### config.mk
export PLATFORM = sky130hd
export DESIGN_NAME = mem_access_stage
export DESIGN_NICKNAME = d
export VERILOG_FILES = /design/src/rtl/mem_access_stage_pkg.sv /design/src/rtl/mem_load_align.sv /design/src/rtl/mem_access_stage.sv
export SDC_FILE = /design/constraint.sdc
export NUM_CORES = 1
export LEC_CHECK = 0
export BUFFER_PORTS_ARGS = -buffer_cell sky130_fd_sc_hd__buf_4
export CAP_MARGIN = 15
export CELL_PAD_IN_SITES_DETAIL_PLACEMENT = 1
export CELL_PAD_IN_SITES_GLOBAL_PLACEMENT = 2
export CORE_ASPECT_RATIO = 1.25
export CORE_MARGIN = 4
export CORE_UTILIZATION = 29
export CTS_BUF_LIST = sky130_fd_sc_hd__clkbuf_4 sky130_fd_sc_hd__clkbuf_8
export DETAILED_ROUTE_END_ITERATION = 8
export PLACE_DENSITY_LB_ADDON = 0.2
export SETUP_SLACK_MARGIN = 0.3
export SYNTH_ARGS = -nofsm -noshare
export SYNTH_HDL_FRONTEND = slang
export SYNTH_SLANG_ARGS = --single-unit
### constraint.sdc
create_clock -name clk -period 1.65 [get_ports clk]
set_input_delay 0.0825 -clock clk [delete_from_list [all_inputs] [get_ports clk]]
set_output_delay 0.0825 -clock clk [all_outputs]
set_load 0.01 [all_outputs]
### src/rtl/mem_access_stage_pkg.sv
// Shared types and constants for the MEM pipeline stage and its load aligner.
package mem_access_stage_pkg;

    typedef enum logic {
        IDLE = 1'b0,
        BUSY = 1'b1
    } mem_state_e;

    localparam logic [3:0] BE_WORD  = 4'b1111;
    localparam logic [3:0] BE_BYTE0 = 4'b0001;

    localparam int WB_DATA_W = 32;
    localparam int WB_RD_W   = 4;

    // Little-endian lane enables: one lane for byte accesses, all four otherwise.
    function automatic logic [3:0] byte_enables(input logic is_byte, input logic [1:0] off);
        return is_byte ? (BE_BYTE0 << off) : BE_WORD;
    endfunction

endpackage

### src/rtl/mem_load_align.sv
// Read-data alignment: byte lane select with zero-extend, or ARMv4 rotate for words.
module mem_load_align
    import mem_access_stage_pkg::*;
(
    input  logic [WB_DATA_W-1:0] rdata,
    input  logic [1:0]           off,
    input  logic                 is_byte,
    output logic [WB_DATA_W-1:0] data
);

    logic [7:0]           lane;
    logic [WB_DATA_W-1:0] rotated;

    // Unaligned word loads rotate the addressed byte down into bits [7:0].
    always_comb begin
        lane    = rdata[7:0];
        rotated = rdata;
        case (off)
            2'd0: begin
                lane    = rdata[7:0];
                rotated = rdata;
            end
            2'd1: begin
                lane    = rdata[15:8];
                rotated = {rdata[7:0], rdata[31:8]};
            end
            2'd2: begin
                lane    = rdata[23:16];
                rotated = {rdata[15:0], rdata[31:16]};
            end
            2'd3: begin
                lane    = rdata[31:24];
                rotated = {rdata[23:0], rdata[31:24]};
            end
            default: begin
                lane    = rdata[7:0];
                rotated = rdata;
            end
        endcase
        data = is_byte ? {24'h000000, lane} : rotated;
    end

endmodule

### src/rtl/mem_access_stage.sv
// MEM stage: single-outstanding req/ack data-memory access and the registered MEM/WB bundle.
// Optional bus-timeout abort is built when MEM_TIMEOUT_EN is defined.
module mem_access_stage
    import mem_access_stage_pkg::*;
#(
    parameter int ADDR_W         = 32,
    parameter int TIMEOUT_CYCLES = 16
) (
    input  logic                 clk,
    input  logic                 rst_n,
    input  logic                 ex_valid,
    input  logic [31:0]          ex_result,
    input  logic [31:0]          ex_store_data,
    input  logic                 ex_load,
    input  logic                 ex_store,
    input  logic                 ex_byte,
    input  logic [3:0]           ex_rd,
    input  logic                 ex_reg_write,
    output logic                 stall,
    output logic                 mem_req,
    output logic                 mem_we,
    output logic [ADDR_W-1:0]    mem_addr,
    output logic [3:0]           mem_be,
    output logic [31:0]          mem_wdata,
    input  logic [31:0]          mem_rdata,
    input  logic                 mem_ack,
    output logic                 wb_valid,
    output logic [WB_DATA_W-1:0] wb_data,
    output logic [WB_RD_W-1:0]   wb_rd,
    output logic                 wb_we,
    output logic                 wb_fault
);

    mem_state_e state, state_next;

    logic accept_mem;
    logic ack_done;
    logic timeout_hit;

    logic                 req_is_load;
    logic                 req_is_byte;
    logic                 req_reg_write;
    logic [1:0]           req_off;
    logic [WB_RD_W-1:0]   req_rd;
    logic [31:0]          req_result;
    logic [WB_DATA_W-1:0] load_data;

`ifdef MEM_TIMEOUT_EN
    localparam int CNT_W = (TIMEOUT_CYCLES > 1) ? $clog2(TIMEOUT_CYCLES) : 1;

    logic [CNT_W-1:0] busy_cnt;

    assign timeout_hit = (state == BUSY) && !mem_ack &&
                         (busy_cnt == CNT_W'(TIMEOUT_CYCLES - 1));

    // Counts BUSY cycles spent waiting; restarts with every new request.
    always_ff @(posedge clk or negedge rst_n) begin
        if (!rst_n) begin
            busy_cnt <= '0;
        end else if (accept_mem) begin
            busy_cnt <= '0;
        end else if ((state == BUSY) && !mem_ack && !timeout_hit) begin
            busy_cnt <= busy_cnt + 1'b1;
        end
    end

    always_ff @(posedge clk or negedge rst_n) begin
        if (!rst_n) begin
            wb_fault <= 1'b0;
        end else begin
            wb_fault <= timeout_hit;
        end
    end
`else
    assign timeout_hit = 1'b0;
    assign wb_fault    = 1'b0;
`endif

    mem_load_align u_load_align (
        .rdata   (mem_rdata),
        .off     (req_off),
        .is_byte (req_is_byte),
        .data    (load_data)
    );

    always_ff @(posedge clk or negedge rst_n) begin
        if (!rst_n) begin
            state <= IDLE;
        end else begin
            state <= state_next;
        end
    end

    // The ack (or abort) cycle already releases stall, so upstream advances past the finished op.
    always_comb begin
        state_next = state;
        stall      = 1'b0;
        accept_mem = 1'b0;
        ack_done   = 1'b0;
        case (state)
            IDLE: begin
                if (ex_valid && (ex_load || ex_store)) begin
                    stall      = 1'b1;
                    accept_mem = 1'b1;
                    state_next = BUSY;
                end
            end
            BUSY: begin
                if (mem_ack) begin
                    ack_done   = 1'b1;
                    state_next = IDLE;
                end else if (timeout_hit) begin
                    state_next = IDLE;
                end else begin
                    stall = 1'b1;
                end
            end
            default: state_next = IDLE;
        endcase
    end

    always_ff @(posedge clk or negedge rst_n) begin
        if (!rst_n) begin
            mem_req       <= 1'b0;
            mem_we        <= 1'b0;
            mem_addr      <= '0;
            mem_be        <= '0;
            mem_wdata     <= '0;
            wb_valid      <= 1'b0;
            wb_data       <= '0;
            wb_rd         <= '0;
            wb_we         <= 1'b0;
            req_is_load   <= 1'b0;
            req_is_byte   <= 1'b0;
            req_reg_write <= 1'b0;
            req_off       <= '0;
            req_rd        <= '0;
            req_result    <= '0;
        end else begin
            case (state)
                IDLE: begin
                    if (accept_mem) begin
                        mem_req       <= 1'b1;
                        mem_we        <= ex_store;
                        mem_addr      <= {ex_result[ADDR_W-1:2], 2'b00};
                        mem_be        <= byte_enables(ex_byte, ex_result[1:0]);
                        mem_wdata     <= ex_byte ? {4{ex_store_data[7:0]}} : ex_store_data;
                        req_is_load   <= ex_load;
                        req_is_byte   <= ex_byte;
                        req_reg_write <= ex_reg_write;
                        req_off       <= ex_result[1:0];
                        req_rd        <= ex_rd;
                        req_result    <= ex_result;
                        wb_valid      <= 1'b0;
                    end else if (ex_valid) begin
                        wb_valid <= 1'b1;
                        wb_data  <= ex_result;
                        wb_rd    <= ex_rd;
                        wb_we    <= ex_reg_write;
                    end else begin
                        wb_valid <= 1'b0;
                    end
                end
                BUSY: begin
                    if (ack_done) begin
                        mem_req  <= 1'b0;
                        wb_valid <= 1'b1;
                        wb_data  <= req_is_load ? load_data : req_result;
                        wb_rd    <= req_rd;
                        wb_we    <= req_is_load && req_reg_write;
                    end else if (timeout_hit) begin
                        mem_req  <= 1'b0;
                        wb_valid <= 1'b1;
                        wb_data  <= req_result;
                        wb_rd    <= req_rd;
                        wb_we    <= 1'b0;
                    end else begin
                        wb_valid <= 1'b0;
                    end
                end
                default: begin
                    mem_req  <= 1'b0;
                    wb_valid <= 1'b0;
                end
            endcase
        end
    end

endmodule
==> flow_summary_export.csv, run 1 <==
group,metric,value,unit
run_status,run_status,"finished clean",
place,gp_routability_congestion,0.756,
pwr,power_density,1210,nW/um^2
worst_setup_path,cpPeakStageDelay,540,ps
cts,clock_tree_from_tritoncts,"done",
pwr,leakage,0.00485,uW
worst_setup_path,ordered_cell_list_for_the_critical_path,"buf_12 > mux4_2 > a221oi_2 > nor3_1",
global_route,antenna_found_initial,0,
cts,cts-htree-levels,4,
sta,layout_setup_ws,27.5,ps
synth,avgSynthCellArea,11.9,um^2
sta,finalHoldViolCount,0,
synth,edff_count_synth,0,
floorplanning,die_y,168,um
worst_setup_path,critical_path_arrival,1950,ps
detailed_routing,vias,5703,
global_route,grt_max_degree,54,
synth,ys_seq_elements,116,
sta,slew_viol_final,0,
synth,synth_async_sr_flop_share,100,%
cts,path_clk_slew,80,ps
synth,post-synth-top-count-cell,"dfrtp_1",
synth,count_of_warnings_emitted_by_yosys,0,
pwr,vdd_drop_max,0.000473,V
detailed_routing,post-route-drc-count,0,
sta,fmax,0.616,GHz
place,place.detailed.hpwl,15.2,mm
floorplanning,floorplan.initialDensity,29.5,%
synth,ys_dominant_reg_cell,"dfrtp_1",
synth,synth_sequential_area_ratio,49.0,%
layout,number_of_nets_at_the_end_of_the_flow,956,
floorplanning,floorplan.die.width,136,um
cts,clk-insertion-delay-late,450,ps
global_route,grt_pass1_wl,38.5,mm
cts,root_buffer,"clkbuf_8",
synth,yosysTopAreaCellShare,49.0,%
synth,synth_largest_area_cell,"dfrtp_1",
cts,longest_clk_path_bufs,2,
synth,synth.area.top_cells,"dfrtp_1 49%, mux4_2 9.9%, mux2_2 8.9%, mux2i_1 5.2%, nor3_1 4.6%",
global_route,grt.overflow.total,0,
detailed_routing,drt_iter0_markers,275,
place,buffer_ports.inserted,214,
detailed_routing,post_detailed_route_count_of_antenna_violating_nets,0,
sta,setup_viol_count_final,0,
run,cap_viol_max_count,0,
detailed_routing,wire_length_per_cell,22.5,um
sta,final.min_clock_period,1620,ps
worst_setup_path,cpLargestDelayFamily,"multiplexers",
cts,cts.sinks,116,
sta,slew_headroom,61.6,%
worst_setup_path,cp_num_buf_inv,1,
synth,netlist_instances,499,
cts,numCtsBuffers,17,
synth,synth_cell_type_count,34,
worst_setup_path,cp_slowest_cell,"mux4_2",
worst_setup_path,timing.critical_path.to_type,"flop",
detailed_routing,drtPass1Iterations,4,
min_path,hold_path.class,"primary input to asynchronous set/reset pin",
synth,synth.cells.most_frequent,"116 x dfrtp_1, 61 x nor2_1, 54 x nor3_1, 47 x mux2_2, 31 x mux2i_1",
layout,layout-area-overhead-vs-synth,85.1,%
worst_setup_path,path_class,"flop to flop",
worst_setup_path,worst-path-max-fanout,6,
layout,post_route_cells_drive_above_1_share,60.6,%
place,post-place-ws,-29.3,ps
floorplanning,design.die.area,22800,um^2
worst_setup_path,critPathRequiredTime,1980,ps
layout,diodes_inserted,0,
global_route,first_global_vias,6491,
floorplanning,io_pins,218,
detailed_routing,route.detailed.vias_per_inst,5.05,
worst_setup_path,worstSetupStartpointType,"flop",
synth,post_synth_instance_area,5930,um^2
sta,worst-slew-pin-transition,575,ps
pwr,report.power.total,13300,uW
sta,layout_worst_path_cycle_share,98.3,%
sta,grt_setup_unrepaired,"yes",
global_route,globalRouteTotalUtil,22.1,%
layout,postLayoutCoreUtil,54.6,%
floorplanning,core-area,20100,um^2
floorplanning,rows,58,
sta,worst_clock_skew,13.0,ps
detailed_routing,drt_wl_total,25.4,mm
-- placed cells by master (no fill, tap or decap), types with 3 or more instances in the layout --
| master | n |
|---|---|
| conb_1 | 3 |
| a21oi_2 | 22 |
| o21ai_2 | 4 |
| a31oi_1 | 5 |
| nor3_1 | 53 |
| nand2b_1 | 4 |
| buf_16 | 12 |
| a221oi_2 | 23 |
| nand2_1 | 11 |
| mux4_2 | 28 |
| o21ai_1 | 3 |
| dlygate4sd3_1 | 73 |
| buf_6 | 25 |
| buf_8 | 9 |
| a21oi_1 | 6 |
| nor2_4 | 30 |
| buf_12 | 20 |
| clkbuf_16 | 7 |
| mux2i_1 | 29 |
| buf_4 | 225 |
| dfrtp_1 | 113 |
| clkinvlp_4 | 3 |
| a211oi_2 | 6 |
| nor2_2 | 4 |
| nor2_1 | 29 |
| nand2_2 | 8 |
| clkbuf_8 | 22 |
| dfrtp_2 | 3 |
| mux2_4 | 47 |
-- routing by layer --
layer  share of wire (%)  track usage (%)  up-vias
li1                    -                -     2557
met1                  38             25.7     2912
met2                  55             39.8      200
met3                 5.6             5.38       34
met4                 2.2             6.58        0
met5                   0                0        -
-- power by group --
group	internal (uW)	switching (uW)	total, uW
sequential	3640	750	4390
combinational	3450	2600	6050
clock	1570	1240	2810
total	8660	4600	13300
-- registers in the layout, summed over array words and instances, names as in the netlist --
register	cells
mem_wdata	32
wb_rd	4
req_rd	4
req_reg_write	1
mem_we	1
req_is_byte	1
wb_valid	1
req_off	1
req_result	31
wb_we	1
state	1
wb_data	32
mem_be	4
req_is_load	1
mem_req	1
-- stage by stage --
| stage | hold WS, ps | instances | setup TNS [ps] | instance area (um^2) |
|---|---|---|---|---|
| global route | 66.1 | 1130 | -640 | 11000 |
| detailed placement | -35.4 | 963 | -49.2 | 8030 |
| CTS | 4.41 | 1109 | -12.6 | 10400 |
| global placement | -37.3 | 963 | -2.12 | 8030 |
| floorplan | -213 | 501 | 0 | 6090 |
| finish | 54.0 | 1130 | 0 | 11000 |
-- final timing paths --
check / startpoint / to / slack, ps / depth (start not counted)
min reg2reg: wb_rd[3]$_DFFE_PN0P_ / wb_rd[3]$_DFFE_PN0P_ / 490 / 2
min in group clk: ex_valid / req_is_load$_DFFE_PN0P_ / 80 / 4
max in group asynchronous: rst_n / req_result[1]$_DFFE_PN0P_ / 1000 / 3
max reg2reg: req_result[1]$_DFFE_PN0P_ / wb_data[27]$_DFFE_PN0P_ / 30 / 4
min: rst_n / wb_data[25]$_DFFE_PN0P_ / 50 / 2
max: req_result[1]$_DFFE_PN0P_ / wb_data[27]$_DFFE_PN0P_ / 30 / 4
-- area by class of cell --
type	instances	area [um^2]
well taps	270	338
flip-flops and latches	116	2910
multi-input cells	337	3490
clock inverters	7	96.3
repair buffers	373	3810
fillers	2072	9140
clock buffers	24	318
inverters	3	13.8
-- repair_timing --
action,in CTS,in global routing
pin swaps,36,29
resized for setup,188,48
buffers inserted,29,12
hold endpoints to repair,226,0
hold buffers,73,0
cloned,13,9
endpoints found under the setup margin,90,113
-- logic make-up (layout without fill, tap and decap cells) --
group	count (synthesis)	in the layout	share of synthesized area, %
DFF	116	116	49.0
buffers and inverters	49	407	4.71
other	1	3	0.0633
and+or+nand+nor	146	147	10.8
muxes	107	107	25.4
AOI/OAI and AO/OA	80	80	10.1
Power figures use the tool's default switching activity.
==> inputs of run 2 (changes only) <==
--- a/config.mk
+++ b/config.mk
@@ -9,8 +9,6 @@
 export CAP_MARGIN = 15
 export CELL_PAD_IN_SITES_DETAIL_PLACEMENT = 1
 export CELL_PAD_IN_SITES_GLOBAL_PLACEMENT = 2
-export CORE_ASPECT_RATIO = 1.25
-export CORE_MARGIN = 4
 export CORE_UTILIZATION = 29
 export CTS_BUF_LIST = sky130_fd_sc_hd__clkbuf_4 sky130_fd_sc_hd__clkbuf_8
 export DETAILED_ROUTE_END_ITERATION = 8
==> run 2 against run 1 <==
Effect of this change: non-clock buffer count down 14; die area down 7.9%; clock skew is 2.1 ps lower; combinational power decreased by 6.6%; core utilization decreased by 1.5 points; clock power down 6%; register-to-register slack about the same; final area shrank 4.6%; final cell count fell by 1.8%; setup slack got worse by 6.3 ps; largest power group unchanged.
==> flow_summary_export.csv, run 2 (synthesis gave the netlist of run 1 again) <==
group,metric,value,unit
run,cap_viol_max_count,0,
layout,mostFrequentLayoutCells,"230 x buf_4, 113 x dfrtp_1, 74 x dlygate4sd3_1",
global_route,first_global_vias,6336,
worst_setup_path,worst-path-max-fanout,6,
pwr,report.power.total,12600,uW
layout,layout.filler_cells,1997,
layout,leading_cell_type_in_the_layout_fill_and_taps_excluded,"buf_4",
layout,number_of_nets_at_the_end_of_the_flow,941,
detailed_routing,post_detailed_route_count_of_antenna_violating_nets,0,
worst_setup_path,cp_slowest_cell,"dfrtp_2",
cts,longest_clk_path_bufs,2,
sta,layout_setup_ws,21.2,ps
global_route,grt_pass1_wl,37.4,mm
layout,top_regs,"mem_wdata: 32 flops, wb_data: 32 flops, req_result: 31 flops",
floorplanning,floorplan.die.width,145,um
cts,path_clk_slew,70,ps
place,place.detailed.hpwl,14.7,mm
sta,slew_viol_final,0,
global_route,grt.overflow.total,0,
global_route,grt.met3_usage,5.88,%
floorplanning,io_pins,218,
sta,setup_viol_count_final,0,
min_path,hold_path.class,"primary input to flop",
cts,numCtsBuffers,17,
pwr,vdd_drop_max,0.000746,V
worst_setup_path,r2r_end,"req_result[8]$_DFFE_PN0P_",
floorplanning,die_y,145,um
detailed_routing,post-route-drc-count,0,
worst_setup_path,critPathRequiredTime,1980,ps
worst_setup_path,cp_num_buf_inv,3,
cts,root_buffer,"clkbuf_8",
worst_setup_path,worstSetupStartpointType,"flop",
detailed_routing,vias,5682,
global_route,globalRouteTotalUtil,23.4,%
floorplanning,design.die.area,21000,um^2
floorplanning,floorplan.initialDensity,30.1,%
detailed_routing,drt_wl_total,24.5,mm
pwr,leakage,0.00464,uW
place,gp_routability_congestion,0.795,
detailed_routing,drt_iter0_markers,218,
sta,layout_worst_path_cycle_share,98.7,%
floorplanning,rows,51,
worst_setup_path,crit_start,"state$_DFF_PN0_",
worst_setup_path,cpPeakStageDelay,440,ps
detailed_routing,route.detailed.vias_per_inst,5.12,
worst_setup_path,critical_path_arrival,1960,ps
detailed_routing,drtPass1Iterations,4,
pwr,power_density,1200,nW/um^2
place,buffer_ports.inserted,214,
worst_setup_path,cpLargestDelayFamily,"flip-flops",
global_route,grt.busiest_layer,"met2",
cts,cts-htree-levels,4,
worst_setup_path,ordered_cell_list_for_the_critical_path,"nand2b_4 > nor2_4 > buf_12 > buf_12 > clkbuf_16 > mux2_2",
min_path,timing.hold.worst_path_depth,4,
sta,setup_tns,0,ps
global_route,grt_max_degree,63,
min_path,worstHoldStart,"ex_valid",
min_path,whs_endpoint,"state$_DFF_PN0_",
cts,clock_tree_from_tritoncts,"done",
layout,register_area,2910,um^2
sta,worst_clock_skew,10.9,ps
layout,post_route_cells_drive_above_1_share,55.9,%
cts,clk-insertion-delay-late,450,ps
worst_setup_path,path_class,"flop to flop",
worst_setup_path,timing.critical_path.to_type,"flop",
global_route,use_met2,39.3,%
sta,grt_setup_unrepaired,"yes",
worst_setup_path,worst_r2r_startpoint,"state$_DFF_PN0_",
worst_setup_path,regToRegSetupSlack,20,ps
sta,finalHoldViolCount,0,
global_route,antenna_found_initial,1,
run_status,run_status,"finished clean",
layout,layout-area-overhead-vs-synth,76.5,%
layout,multi_input_combinational_cell_area,3270,um^2
place,post-place-ws,12.6,ps
cts,cts.sinks,116,
worst_setup_path,most_frequent_cp_cell,"buf_12",
sta,fmax,0.614,GHz
sta,final.min_clock_period,1630,ps
global_route,global_route.usage.met1,28.9,%
detailed_routing,wire_length_per_cell,22.1,um
worst_setup_path,timing.reg2reg.worst_path_depth,6,
floorplanning,core-area,19700,um^2
-- run 2: cell types whose count changed in the layout (fill, tap and decap cells not counted), moves of 5 or more --
cell	before	now
nor2_4	30	12
nor2_1	29	46
buf_6	25	13
mux2_2	0	10
mux2_4	47	37
nand2_1	11	18
buf_4	225	230
clkbuf_16	7	2
nand2_2	8	3
o21ai_0	1	6
-- run 2: routing by layer --
layer / part of all wire [%] / wire length, um / vias to the layer above
met5: 0 / 0 / -
met4: 2.0 / 486 / 0
met3: 5.7 / 1390 / 32
met2: 50 / 12200 / 189
met1: 42 / 10400 / 2938
li1: - / - / 2523
-- run 2: repair_timing --
item | 4_1_cts | 5_1_grt
hold endpoints to repair | 225 | 0
setup buffers | 27 | 8
gates cloned | 13 | 2
setup endpoints to repair | 109 | 113
pin swaps | 7 | 6
gates resized for setup | 69 | 79
hold buffers | 74 | 0
-- run 2: power by group --
group / switching, uW / internal [uW] / total [uW]
Clock: 1200 / 1430 / 2630
Combinational: 2490 / 3150 / 5650
Sequential: 684 / 3650 / 4330
-- run 2: worst register-to-register path, delay by kind of cell (launching register included) --
family,cells,cell delay [ps]
buf+inv,3,420
flops,1,440
simple gates,2,330
mux,1,320
-- run 2: area by class of cell --
cell class,count,area share [%]
Clock buffer,21,2.64
Antenna cell,1,0.0239
Inverter,3,0.132
Multi-Input combinational cell,336,31.3
Clock inverter,9,1.02
Sequential cell,116,27.8
Tap cell,265,3.17
Timing Repair Buffer,359,34.0
-- run 2: worst max path at each step --
stage | slack (ps) | depth (start not counted) | endpoint
6_report | 20 | 6 | req_result[8]$_DFFE_PN0P_
2_1_floorplan | 140 | 5 | wb_data[23]$_DFFE_PN0P_
3_5_place_dp | 10 | 4 | wb_data[16]$_DFFE_PN0P_
3_3_place_gp | 40 | 4 | wb_data[16]$_DFFE_PN0P_
5_1_grt | -30 | 9 | mem_be[3]$_DFFE_PN0P_
4_1_cts | 40 | 4 | wb_data[16]$_DFFE_PN0P_
-- run 2: stage by stage --
| step | area (um^2) | hold slack [ps] | instances | util, % |
|---|---|---|---|---|
| global placement | 8040 | 115 | 955 | 40.8 |
| global route | 10500 | 10.9 | 1110 | 53.1 |
| CTS | 10000 | 16.4 | 1099 | 50.9 |
| floorplan | 6090 | -213 | 501 | - |
| finish | 10500 | 51.5 | 1110 | 53.1 |
| detailed placement | 8040 | 116 | 955 | 40.8 |
